$ cat config.mk
export PLATFORM = sky130hd
export DESIGN_NAME = multicycle_control_fsm
export DESIGN_NICKNAME = d
export VERILOG_FILES = /design/src/rtl/multicycle_control_fsm_pkg.sv /design/src/rtl/multicycle_control_fsm_out_decode.sv /design/src/rtl/multicycle_control_fsm.sv
export SDC_FILE = /design/constraint.sdc
export NUM_CORES = 1
export LEC_CHECK = 0
export BUFFER_PORTS_ARGS = -buffer_cell sky130_fd_sc_hd__buf_2
export CAP_MARGIN = 20
export CORE_MARGIN = 2
export CORE_UTILIZATION = 40
export DETAILED_ROUTE_END_ITERATION = 8
export GPL_TIMING_DRIVEN = 0
export PLACE_DENSITY_LB_ADDON = 0.25
export SETUP_SLACK_MARGIN = 0.5
export SYNTH_ARGS = -nofsm -noshare
export SYNTH_HDL_FRONTEND = slang
export SYNTH_SLANG_ARGS = --single-unit
$ cat constraint.sdc
create_clock -name iCLK -period 1.46 [get_ports iCLK]
set_clock_uncertainty 0.05 [all_clocks]
set_input_delay 0.073 -clock iCLK [delete_from_list [all_inputs] [get_ports iCLK]]
set_output_delay 0.073 -clock iCLK [all_outputs]
set_load 0.005 [all_outputs]
$ cat src/rtl/multicycle_control_fsm_pkg.sv
// +----------------------------------------------------------------------------+
// | multicycle_control_fsm_pkg                                                 |
// | Opcodes, select codes, state encodings and control bundle for the FSM.     |
// | Revision: 1.0                                                              |
// +----------------------------------------------------------------------------+
`default_nettype none

package multicycle_control_fsm_pkg;

  localparam logic [6:0] OPC_LOAD   = 7'b0000011;
  localparam logic [6:0] OPC_STORE  = 7'b0100011;
  localparam logic [6:0] OPC_RTYPE  = 7'b0110011;
  localparam logic [6:0] OPC_OPIMM  = 7'b0010011;
  localparam logic [6:0] OPC_BRANCH = 7'b1100011;
  localparam logic [6:0] OPC_JAL    = 7'b1101111;

  localparam logic [2:0] F3_ADDI = 3'b000;
  localparam logic [2:0] F3_BEQ  = 3'b000;

  localparam logic [1:0] ALUOP_ADD   = 2'b00;
  localparam logic [1:0] ALUOP_SUB   = 2'b01;
  localparam logic [1:0] ALUOP_FUNCT = 2'b10;

  localparam logic [1:0] SRCA_PC    = 2'b00;
  localparam logic [1:0] SRCA_REG   = 2'b01;
  localparam logic [1:0] SRCA_OLDPC = 2'b10;

  localparam logic [1:0] SRCB_REG  = 2'b00;
  localparam logic [1:0] SRCB_FOUR = 2'b01;
  localparam logic [1:0] SRCB_IMM  = 2'b10;

  localparam logic [1:0] M2R_ALUOUT = 2'b00;
  localparam logic [1:0] M2R_MDR    = 2'b01;
  localparam logic [1:0] M2R_PC     = 2'b10;

  localparam logic [1:0] PCSRC_ALU    = 2'b00;
  localparam logic [1:0] PCSRC_ALUOUT = 2'b01;

  typedef enum logic [3:0] {
    ST_RESET   = 4'd0,
    ST_FETCH   = 4'd1,
    ST_DECODE  = 4'd2,
    ST_MEMADR  = 4'd3,
    ST_MEMRD   = 4'd4,
    ST_MEMWB   = 4'd5,
    ST_MEMWR   = 4'd6,
    ST_EXEC_R  = 4'd7,
    ST_EXEC_I  = 4'd8,
    ST_ALUWB   = 4'd9,
    ST_BRANCH  = 4'd10,
    ST_JAL     = 4'd11,
    ST_ILLEGAL = 4'd12
  } state_e;

  typedef struct packed {
    logic       pc_write;
    logic       pc_write_cond;
    logic       iord;
    logic       mem_read;
    logic       mem_write;
    logic       ir_write;
    logic       reg_write;
    logic [1:0] memtoreg;
    logic [1:0] alusrca;
    logic [1:0] alusrcb;
    logic [1:0] aluop;
    logic [1:0] pcsource;
    logic       illegal;
  } ctrl_t;

endpackage

`default_nettype wire

$ cat src/rtl/multicycle_control_fsm_out_decode.sv
// +----------------------------------------------------------------------------+
// | control_out_decode                                                         |
// | Purely combinational state (+ memory ready) to control-bundle decode.      |
// | Revision: 1.0                                                              |
// +----------------------------------------------------------------------------+
`default_nettype none

module control_out_decode
  import multicycle_control_fsm_pkg::*;
(
  input  state_e i_state,
  input  logic   i_rdy,
  output ctrl_t  o_ctrl
);

  always_comb begin
    o_ctrl = '0;
    case (i_state)
      ST_FETCH: begin
        o_ctrl.mem_read = 1'b1;
        o_ctrl.iord     = 1'b0;
        o_ctrl.alusrca  = SRCA_PC;
        o_ctrl.alusrcb  = SRCB_FOUR;
        o_ctrl.aluop    = ALUOP_ADD;
        o_ctrl.pcsource = PCSRC_ALU;
        // IR and PC only advance once the fetched word is actually valid
        o_ctrl.ir_write = i_rdy;
        o_ctrl.pc_write = i_rdy;
      end
      ST_DECODE: begin
        o_ctrl.alusrca = SRCA_OLDPC;
        o_ctrl.alusrcb = SRCB_IMM;
        o_ctrl.aluop   = ALUOP_ADD;
      end
      ST_MEMADR, ST_EXEC_I: begin
        o_ctrl.alusrca = SRCA_REG;
        o_ctrl.alusrcb = SRCB_IMM;
        o_ctrl.aluop   = ALUOP_ADD;
      end
      ST_MEMRD: begin
        o_ctrl.mem_read = 1'b1;
        o_ctrl.iord     = 1'b1;
      end
      ST_MEMWB: begin
        o_ctrl.reg_write = 1'b1;
        o_ctrl.memtoreg  = M2R_MDR;
      end
      ST_MEMWR: begin
        o_ctrl.mem_write = 1'b1;
        o_ctrl.iord      = 1'b1;
      end
      ST_EXEC_R: begin
        o_ctrl.alusrca = SRCA_REG;
        o_ctrl.alusrcb = SRCB_REG;
        o_ctrl.aluop   = ALUOP_FUNCT;
      end
      ST_ALUWB: begin
        o_ctrl.reg_write = 1'b1;
        o_ctrl.memtoreg  = M2R_ALUOUT;
      end
      ST_BRANCH: begin
        o_ctrl.alusrca       = SRCA_REG;
        o_ctrl.alusrcb       = SRCB_REG;
        o_ctrl.aluop         = ALUOP_SUB;
        o_ctrl.pc_write_cond = 1'b1;
        o_ctrl.pcsource      = PCSRC_ALUOUT;
      end
      ST_JAL: begin
        // PC already holds PC+4 from fetch, so it is the link value
        o_ctrl.pc_write  = 1'b1;
        o_ctrl.pcsource  = PCSRC_ALUOUT;
        o_ctrl.reg_write = 1'b1;
        o_ctrl.memtoreg  = M2R_PC;
      end
      ST_ILLEGAL: begin
        o_ctrl.illegal = 1'b1;
      end
      default: o_ctrl = '0;
    endcase
  end

endmodule

`default_nettype wire

$ cat src/rtl/multicycle_control_fsm.sv
// +----------------------------------------------------------------------------+
// | multicycle_control_fsm                                                     |
// | Main control FSM of the multicycle RV32I datapath (lw/sw/R/addi/beq/jal).  |
// | Revision: 1.0                                                              |
// +----------------------------------------------------------------------------+
`default_nettype none

module multicycle_control_fsm
  import multicycle_control_fsm_pkg::*;
#(
  parameter int unsigned WAIT_MEM = 1,
  parameter int unsigned STATE_W  = 4
) (
  input  logic               iCLK,
  input  logic               iRST_n,
  input  logic [6:0]         iOpcode,
  input  logic [2:0]         iFunct3,
  input  logic               iMemReady,
  output logic               oPCWrite,
  output logic               oPCWriteCond,
  output logic               oIorD,
  output logic               oMemRead,
  output logic               oMemWrite,
  output logic               oIRWrite,
  output logic               oRegWrite,
  output logic [1:0]         oMemtoReg,
  output logic [1:0]         oALUSrcA,
  output logic [1:0]         oALUSrcB,
  output logic [1:0]         oALUOp,
  output logic [1:0]         oPCSource,
  output logic               oIllegal,
  output logic [STATE_W-1:0] oState
);

  state_e r_state;
  state_e w_next;
  logic   w_rdy;
  ctrl_t  w_ctrl;

  assign w_rdy = (WAIT_MEM != 0) ? iMemReady : 1'b1;

  always_ff @(posedge iCLK or negedge iRST_n) begin
    if (!iRST_n) r_state <= ST_RESET;
    else         r_state <= w_next;
  end

  always_comb begin
    w_next = r_state;
    case (r_state)
      ST_RESET:  w_next = ST_FETCH;
      ST_FETCH:  w_next = w_rdy ? ST_DECODE : ST_FETCH;
      ST_DECODE: begin
        if (iOpcode == OPC_LOAD || iOpcode == OPC_STORE)        w_next = ST_MEMADR;
        else if (iOpcode == OPC_RTYPE)                          w_next = ST_EXEC_R;
        else if (iOpcode == OPC_OPIMM && iFunct3 == F3_ADDI)    w_next = ST_EXEC_I;
        else if (iOpcode == OPC_BRANCH && iFunct3 == F3_BEQ)    w_next = ST_BRANCH;
        else if (iOpcode == OPC_JAL)                            w_next = ST_JAL;
        else                                                    w_next = ST_ILLEGAL;
      end
      // IR is still stable here, so the opcode picks load vs store
      ST_MEMADR:  w_next = (iOpcode == OPC_STORE) ? ST_MEMWR : ST_MEMRD;
      ST_MEMRD:   w_next = w_rdy ? ST_MEMWB : ST_MEMRD;
      ST_MEMWB:   w_next = ST_FETCH;
      ST_MEMWR:   w_next = w_rdy ? ST_FETCH : ST_MEMWR;
      ST_EXEC_R:  w_next = ST_ALUWB;
      ST_EXEC_I:  w_next = ST_ALUWB;
      ST_ALUWB:   w_next = ST_FETCH;
      ST_BRANCH:  w_next = ST_FETCH;
      ST_JAL:     w_next = ST_FETCH;
      ST_ILLEGAL: w_next = ST_ILLEGAL;
      default:    w_next = ST_RESET;
    endcase
  end

  control_out_decode u_out_decode (
    .i_state (r_state),
    .i_rdy   (w_rdy),
    .o_ctrl  (w_ctrl)
  );

  assign oPCWrite     = w_ctrl.pc_write;
  assign oPCWriteCond = w_ctrl.pc_write_cond;
  assign oIorD        = w_ctrl.iord;
  assign oMemRead     = w_ctrl.mem_read;
  assign oMemWrite    = w_ctrl.mem_write;
  assign oIRWrite     = w_ctrl.ir_write;
  assign oRegWrite    = w_ctrl.reg_write;
  assign oMemtoReg    = w_ctrl.memtoreg;
  assign oALUSrcA     = w_ctrl.alusrca;
  assign oALUSrcB     = w_ctrl.alusrcb;
  assign oALUOp       = w_ctrl.aluop;
  assign oPCSource    = w_ctrl.pcsource;
  assign oIllegal     = w_ctrl.illegal;
  assign oState       = STATE_W'(r_state);

endmodule

`default_nettype wire
==> flow_summary_export.csv, run 1 <==
group,metric,value,unit
grt,grt_pass1_wl,2.44,mm
logic_synthesis,synth_compound_area_frac,0.202,
logic_synthesis,syn_inst,72,
pwr,p_leak,0.000525,uW
final_layout,fillers,71,
floorplanning,chipHeight,40.2,um
logic_synthesis,synth_cell_type_count,33,
final_layout,final_cell_mix,"buf_2, buf_4, buf_6",
pwr,pwr_density_cell,2030,nW/um^2
floorplanning,pin_count,35,
detailed_routing,wire_per_inst,15.3,um
grt,grt_use_total,0.231,
clock_network,cts_inserted_buffers,3,
clock_network,cts_sinks,4,
grt,grt_pass1_vias,574,
outcome,status,"finished, violations left",
grt,grt_max_degree,9,
detailed_routing,drc,0,
final_layout,final_common_cell,"buf_2",
hold_path,hp-class,"input pin to register",
clock_network,cts_tree,"built",
logic_synthesis,syn_avg_cell_area,7.30,um^2
logic_synthesis,synthXorXnorAreaFrac,0.0167,
outcome,violations,"negative setup slack",
detailed_routing,vias,769,
logic_synthesis,synthesis.nets,85,
clock_network,clockBufferDepth,2,
clock_network,clk_latency,0.25,ns
detailed_routing,first_pass_iters,4,
detailed_routing,drt_iter0_drc,9,
place,io_buffer_count,33,
logic_synthesis,yosysSeqAreaShare,0.190,
timing,final_hold_viol_count,0,
final_layout,largest_reg_flops,4,
detailed_routing,antenna_left,0,
critical_path,r2r_slack,0.08,ns
floorplanning,rows,13,
timing,finalCriticalPeriod,1.51,ns
logic_synthesis,yosysWarningCount,0,
place,gp_congestion,0.813,
critical_path,required,1.34,ns
critical_path,arrival,1.39,ns
detailed_routing,wl,2.17,mm
clock_network,clkTransAtPathRegs,0.04,ns
clock_network,clk_root_buffer_cell,"clkbuf_4",
critical_path,end_kind,"output pin",
run,maxCapViolCount,0,
timing,setup_viol,4,
detailed_routing,vias_per_cell,5.42,
floorplanning,start_util,0.414,
logic_synthesis,netlist_area,526,um^2
final_layout,area_growth,107,%
place,hpwl,1.14,mm
floorplanning,die-area,1620,um^2
critical_path,cp-start-kind,"register",
grt,grt-ovfl-total,0,
final_layout,antenna_cells,0,
critical_path,critPathKind,"register to output pin",
timing,rsz0062_at_grt,"yes",
final_layout,drive_above_1_share,0.709,
floorplanning,die_x,40.2,um
timing,whs,0.0965,ns
grt,antenna_found_initial,0,
final_layout,fin_nets,141,
clock_network,h-tree-depth,1,
logic_synthesis,synthAdderAreaFrac,0,
logic_synthesis,synth_mux_area_frac,0.0190,
floorplanning,coreArea,1270,um^2
timing,max_clock_freq,662,MHz
place,place_ws,0.138,ns
timing,fin_crit_sh,1.03,
logic_synthesis,synth_top_family_by_area,"simple AND/OR/NAND/NOR gates",
logic_synthesis,synth_simple_gate_area_frac,0.505,
pwr,irDropWorstVdd,1.24,mV
critical_path,critPathMaxFanout,8,
timing,slew_viol_final,0,
logic_synthesis,ys_ff_latch,4,
timing,setup_ws,-0.0496,ns
kinds of logic (layout without fill, tap and decap cells):
group / after synthesis / after routing
buffers and inverters: 6 / 61
multiplexers: 1 / 1
other: 1 / 1
flip-flops: 4 / 4
XOR/XNOR: 1 / 1
AND/OR/NAND/NOR: 44 / 44
AO/OA/AOI/OAI: 15 / 15
worst max-delay path, cell delays in order, from the launching register on:
cell,delay (ns)
dfrtp_1,0.42
buf_6,0.17
nand2_1,0.15
nor2_2,0.08
or2_1,0.20
buf_2,0.12
routing by layer:
layer / vias to the layer above / GRT usage / share of wire
met5: - / 0 / 0
met4: 0 / 0.0833 / 0.049
met3: 11 / 0.0833 / 0.054
met2: 34 / 0.395 / 0.51
met1: 358 / 0.263 / 0.39
li1: 366 / - / -
Yosys cell counts:
cell type | count | area [um^2]
or2_0 | 1 | 6.26
nor2b_1 | 1 | 6.26
nor3b_1 | 2 | 15.0
nor3_1 | 4 | 20.0
a311oi_1 | 1 | 8.76
nand2b_1 | 6 | 37.5
nor4b_2 | 1 | 15.0
nor2_1 | 11 | 41.3
buf_4 | 1 | 7.51
buf_2 | 4 | 20.0
dfrtp_1 | 4 | 100
nor3_2 | 2 | 20.0
a221oi_2 | 1 | 15.0
a21oi_1 | 3 | 15.0
mux2i_1 | 1 | 10.0
a21o_1 | 1 | 7.51
o21bai_1 | 1 | 7.51
o21ai_1 | 3 | 15.0
conb_1 | 1 | 3.75
nand3_1 | 1 | 5.00
o21ai_0 | 2 | 10.0
o31ai_2 | 1 | 12.5
nor4_1 | 1 | 6.26
nor3_4 | 1 | 16.3
and2_1 | 2 | 12.5
nand4b_1 | 1 | 8.76
o21a_1 | 2 | 15.0
inv_2 | 1 | 3.75
nand2_1 | 5 | 18.8
or3_4 | 1 | 11.3
or3_1 | 1 | 6.26
xnor2_1 | 1 | 8.76
or2_1 | 3 | 18.8
cell type report:
type | instances | area, um^2 | area share
tap | 15 | 18.8 | 0.0172
buffer | 5 | 56.3 | 0.0517
sequential | 4 | 103 | 0.0943
inverter | 1 | 6.26 | 0.00575
multi-input combinational | 62 | 547 | 0.502
timing repair buffer | 51 | 332 | 0.305
clock buffer | 4 | 26.3 | 0.0241
stage by stage:
step           setup TNS [ns]  utilization  std cells  power (uW)  cell area [um^2]
5_1_grt                -0.467        0.858        142        2360              1090
6_report               -0.122        0.858        142        2210              1090
4_1_cts               -0.0671        0.747        137        1770               947
2_1_floorplan               0            -         72         967               587
3_5_place_dp                0        0.607        120        1300               771
3_3_place_gp                0        0.607        120        1280               771
path summary, 6_finish.rpt:
| check | depth (start not counted) | start | end |
|---|---|---|---|
| max in group asynchronous | 2 | iRST_n | oState[3] |
| min reg2reg | 3 | oState[0] | oState[3] |
| max | 5 | oState[0] | oPCWrite |
| min | 3 | iOpcode[5] | oState[1] |
| max reg2reg | 5 | oState[3] | oState[0] |
| min in group asynchronous | 2 | iRST_n | oState[1] |
power by group:
part / internal (uW) / total [uW] / switching [uW]
sequential: 168 / 243 / 75.0
clock: 104 / 164 / 60.1
combinational: 974 / 1810 / 832
what timing repair did:
item,CTS,global route
setup endpoints to repair,22,24
hold buffers,1,0
setup buffers,12,5
resized for setup,11,27
pin swaps,10,8
hold endpoints to repair,4,0
No activity file was read; power rests on OpenSTA's default activity.
==> inputs of run 2 (changes only) <==
--- a/config.mk
+++ b/config.mk
@@ -8,7 +8,7 @@
 export BUFFER_PORTS_ARGS = -buffer_cell sky130_fd_sc_hd__buf_2
 export CAP_MARGIN = 20
 export CORE_MARGIN = 2
-export CORE_UTILIZATION = 40
+export CORE_UTILIZATION = 36
 export DETAILED_ROUTE_END_ITERATION = 8
 export GPL_TIMING_DRIVEN = 0
 export PLACE_DENSITY_LB_ADDON = 0.25
==> constraint.sdc (replaced) <==
create_clock -name iCLK -period 1.3 [get_ports iCLK]
set_clock_uncertainty 0.05 [all_clocks]
set_input_delay 0.065 -clock iCLK [delete_from_list [all_inputs] [get_ports iCLK]]
set_output_delay 0.065 -clock iCLK [all_outputs]
set_load 0.005 [all_outputs]
==> run 2 against run 1 <==
Against the previous run: the flow still finishes with violations (negative setup slack); setup slack worse by 0.13 ns; combinational power about the same; utilization shrank 8.6 points; non-clock buffer count is 4 lower; critical path type unchanged; largest cell class unchanged; highest routed layer unchanged.
==> flow_summary_export.csv, run 2 (synthesis gave the netlist of run 1 again) <==
group,metric,value,unit
detailed_routing,wire_per_inst,12.3,um
critical_path,arrival,1.36,ns
final_layout,fin_nets,137,
critical_path,required,1.19,ns
floorplanning,start_util,0.394,
final_layout,drive_above_1_share,0.675,
place,gp_congestion,0.782,
clock_network,h-tree-depth,1,
final_layout,final_cell_area,1030,um^2
timing,rsz0062_at_grt,"yes",
grt,grt_pass1_wl,2.79,mm
pwr,p_comb_frac,0.803,
detailed_routing,wl,1.70,mm
timing,setup_viol,16,
critical_path,critPathMaxFanout,5,
detailed_routing,first_pass_iters,2,
floorplanning,die-area,1780,um^2
critical_path,cp-start-kind,"register",
final_layout,final_common_cell,"buf_2",
clock_network,cts_sinks,4,
detailed_routing,drc,0,
floorplanning,chipHeight,42.2,um
timing,final_hold_viol_count,0,
timing,max_clock_freq,678,MHz
floorplanning,die_x,42.2,um
critical_path,end_kind,"output pin",
detailed_routing,vias_per_cell,5.21,
timing,whs,0.0975,ns
timing,finalCriticalPeriod,1.48,ns
pwr,p_seq_frac,0.119,
detailed_routing,antenna_left,0,
clock_network,clk_root_buffer_cell,"clkbuf_4",
final_layout,antenna_cells,0,
grt,antenna_found_initial,0,
floorplanning,pin_count,35,
floorplanning,coreArea,1330,um^2
run,maxCapViolCount,0,
timing,slew_viol_final,0,
timing,fin_crit_sh,1.13,
place,hpwl,1.12,mm
pwr,switching_share,0.412,
pwr,switching_power,935,uW
outcome,violations,"negative setup slack",
grt,grt_use_total,0.207,
clock_network,clk_latency,0.24,ns
pwr,pwr_density_cell,2200,nW/um^2
final_layout,final_cell_mix,"buf_2, buf_6, nor2_1, buf_4, nor2_2",
final_layout,largest_reg_flops,4,
critical_path,critPathKind,"register to output pin",
pwr,clockPowerShare,0.077,
critical_path,crit_chain,"nor4b_4 > and2_4 > or2_1 > buf_2",
clock_network,clkTransAtPathRegs,0.04,ns
detailed_routing,vias,719,
hold_path,hp-class,"input pin to async pin",
pwr,power.internal,1330,uW
grt,grt-ovfl-total,0,
place,io_buffer_count,33,
pwr,irDropWorstVdd,1.17,mV
timing,setup_ws,-0.175,ns
critical_path,critical_path.max_stage_delay,0.46,ns
pwr,p_leak,0.000492,uW
grt,grt_pass1_vias,661,
clock_network,cts_inserted_buffers,3,
clock_network,clockBufferDepth,2,
critical_path,critPathSlowestCell,"dfrtp_2",
place,place_area,771,um^2
clock_network,cts_tree,"built",
detailed_routing,drt_iter0_drc,4,
outcome,status,"finished, violations left",
grt,grt_max_degree,8,
final_layout,area_growth,96.0,%
floorplanning,rows,13,
run 2: through the flow:
| stage | util | cells | setup slack, ns | total power (uW) | setup TNS [ns] |
|---|---|---|---|---|---|
| 2_1_floorplan | - | 72 | 0.108 | 1090 | 0 |
| 3_3_place_gp | 0.578 | 120 | 0.0195 | 1430 | 0 |
| 3_5_place_dp | 0.578 | 120 | 0.00572 | 1450 | 0 |
| 4_1_cts | 0.750 | 138 | -0.173 | 2190 | -1.06 |
| 5_1_grt | 0.772 | 138 | -0.239 | 2430 | -2.07 |
| 6_report | 0.772 | 138 | -0.175 | 2270 | -1.11 |
run 2: power groups by stage:
stage / sequential [uW] / clock, uW / combinational, uW
2_1_floorplan: 259 / 0 / 826
3_3_place_gp: 260 / 0 / 1170
3_5_place_dp: 264 / 0 / 1190
4_1_cts: 261 / 183 / 1740
5_1_grt: 279 / 192 / 1960
6_report: 271 / 176 / 1820
run 2: area by class of cell:
type / instances / area (um^2)
fillers: 102 / 304
repair buffers: 47 / 312
inverters: 1 / 3.75
clock buffers: 4 / 26.3
flip-flops and latches: 4 / 103
plain buffers: 5 / 56.3
multi-input cells: 62 / 510
well taps: 15 / 18.8
run 2: worst paths after layout:
path | start | endpoint | slack (ns) | cells past startpoint
min reg2reg | oState[0] | oState[0] | 0.73 | 3
max in group asynchronous | iRST_n | oState[3] | 0.97 | 2
max | oState[2] | oPCWrite | -0.18 | 4
max reg2reg | oState[2] | oState[3] | -0.13 | 5
min | iRST_n | oState[0] | 0.1 | 2
min in group iCLK | iOpcode[5] | oState[1] | 0.11 | 3
run 2: what timing repair did:
item / in CTS / in global routing
pin swaps: 9 / 2
hold buffers: 1 / 0
setup buffers: 13 / 0
gates resized for setup: 19 / 10
setup endpoints to repair: 25 / 25
hold endpoints to repair: 4 / 0
gates cloned: 0 / 0
run 2: layer usage:
metal	up-vias	wire, um	track usage
li1	353	-	-
met1	335	661	0.227
met2	29	930	0.372
met3	2	94	0.0474
met4	0	18	0.0938
met5	-	0	0
run 2: critical path: cells and delay by family, from the launching register on:
kind	cells	cell delay (ns)
flops	1	0.46
buf+inv	1	0.10
simple gates	3	0.57
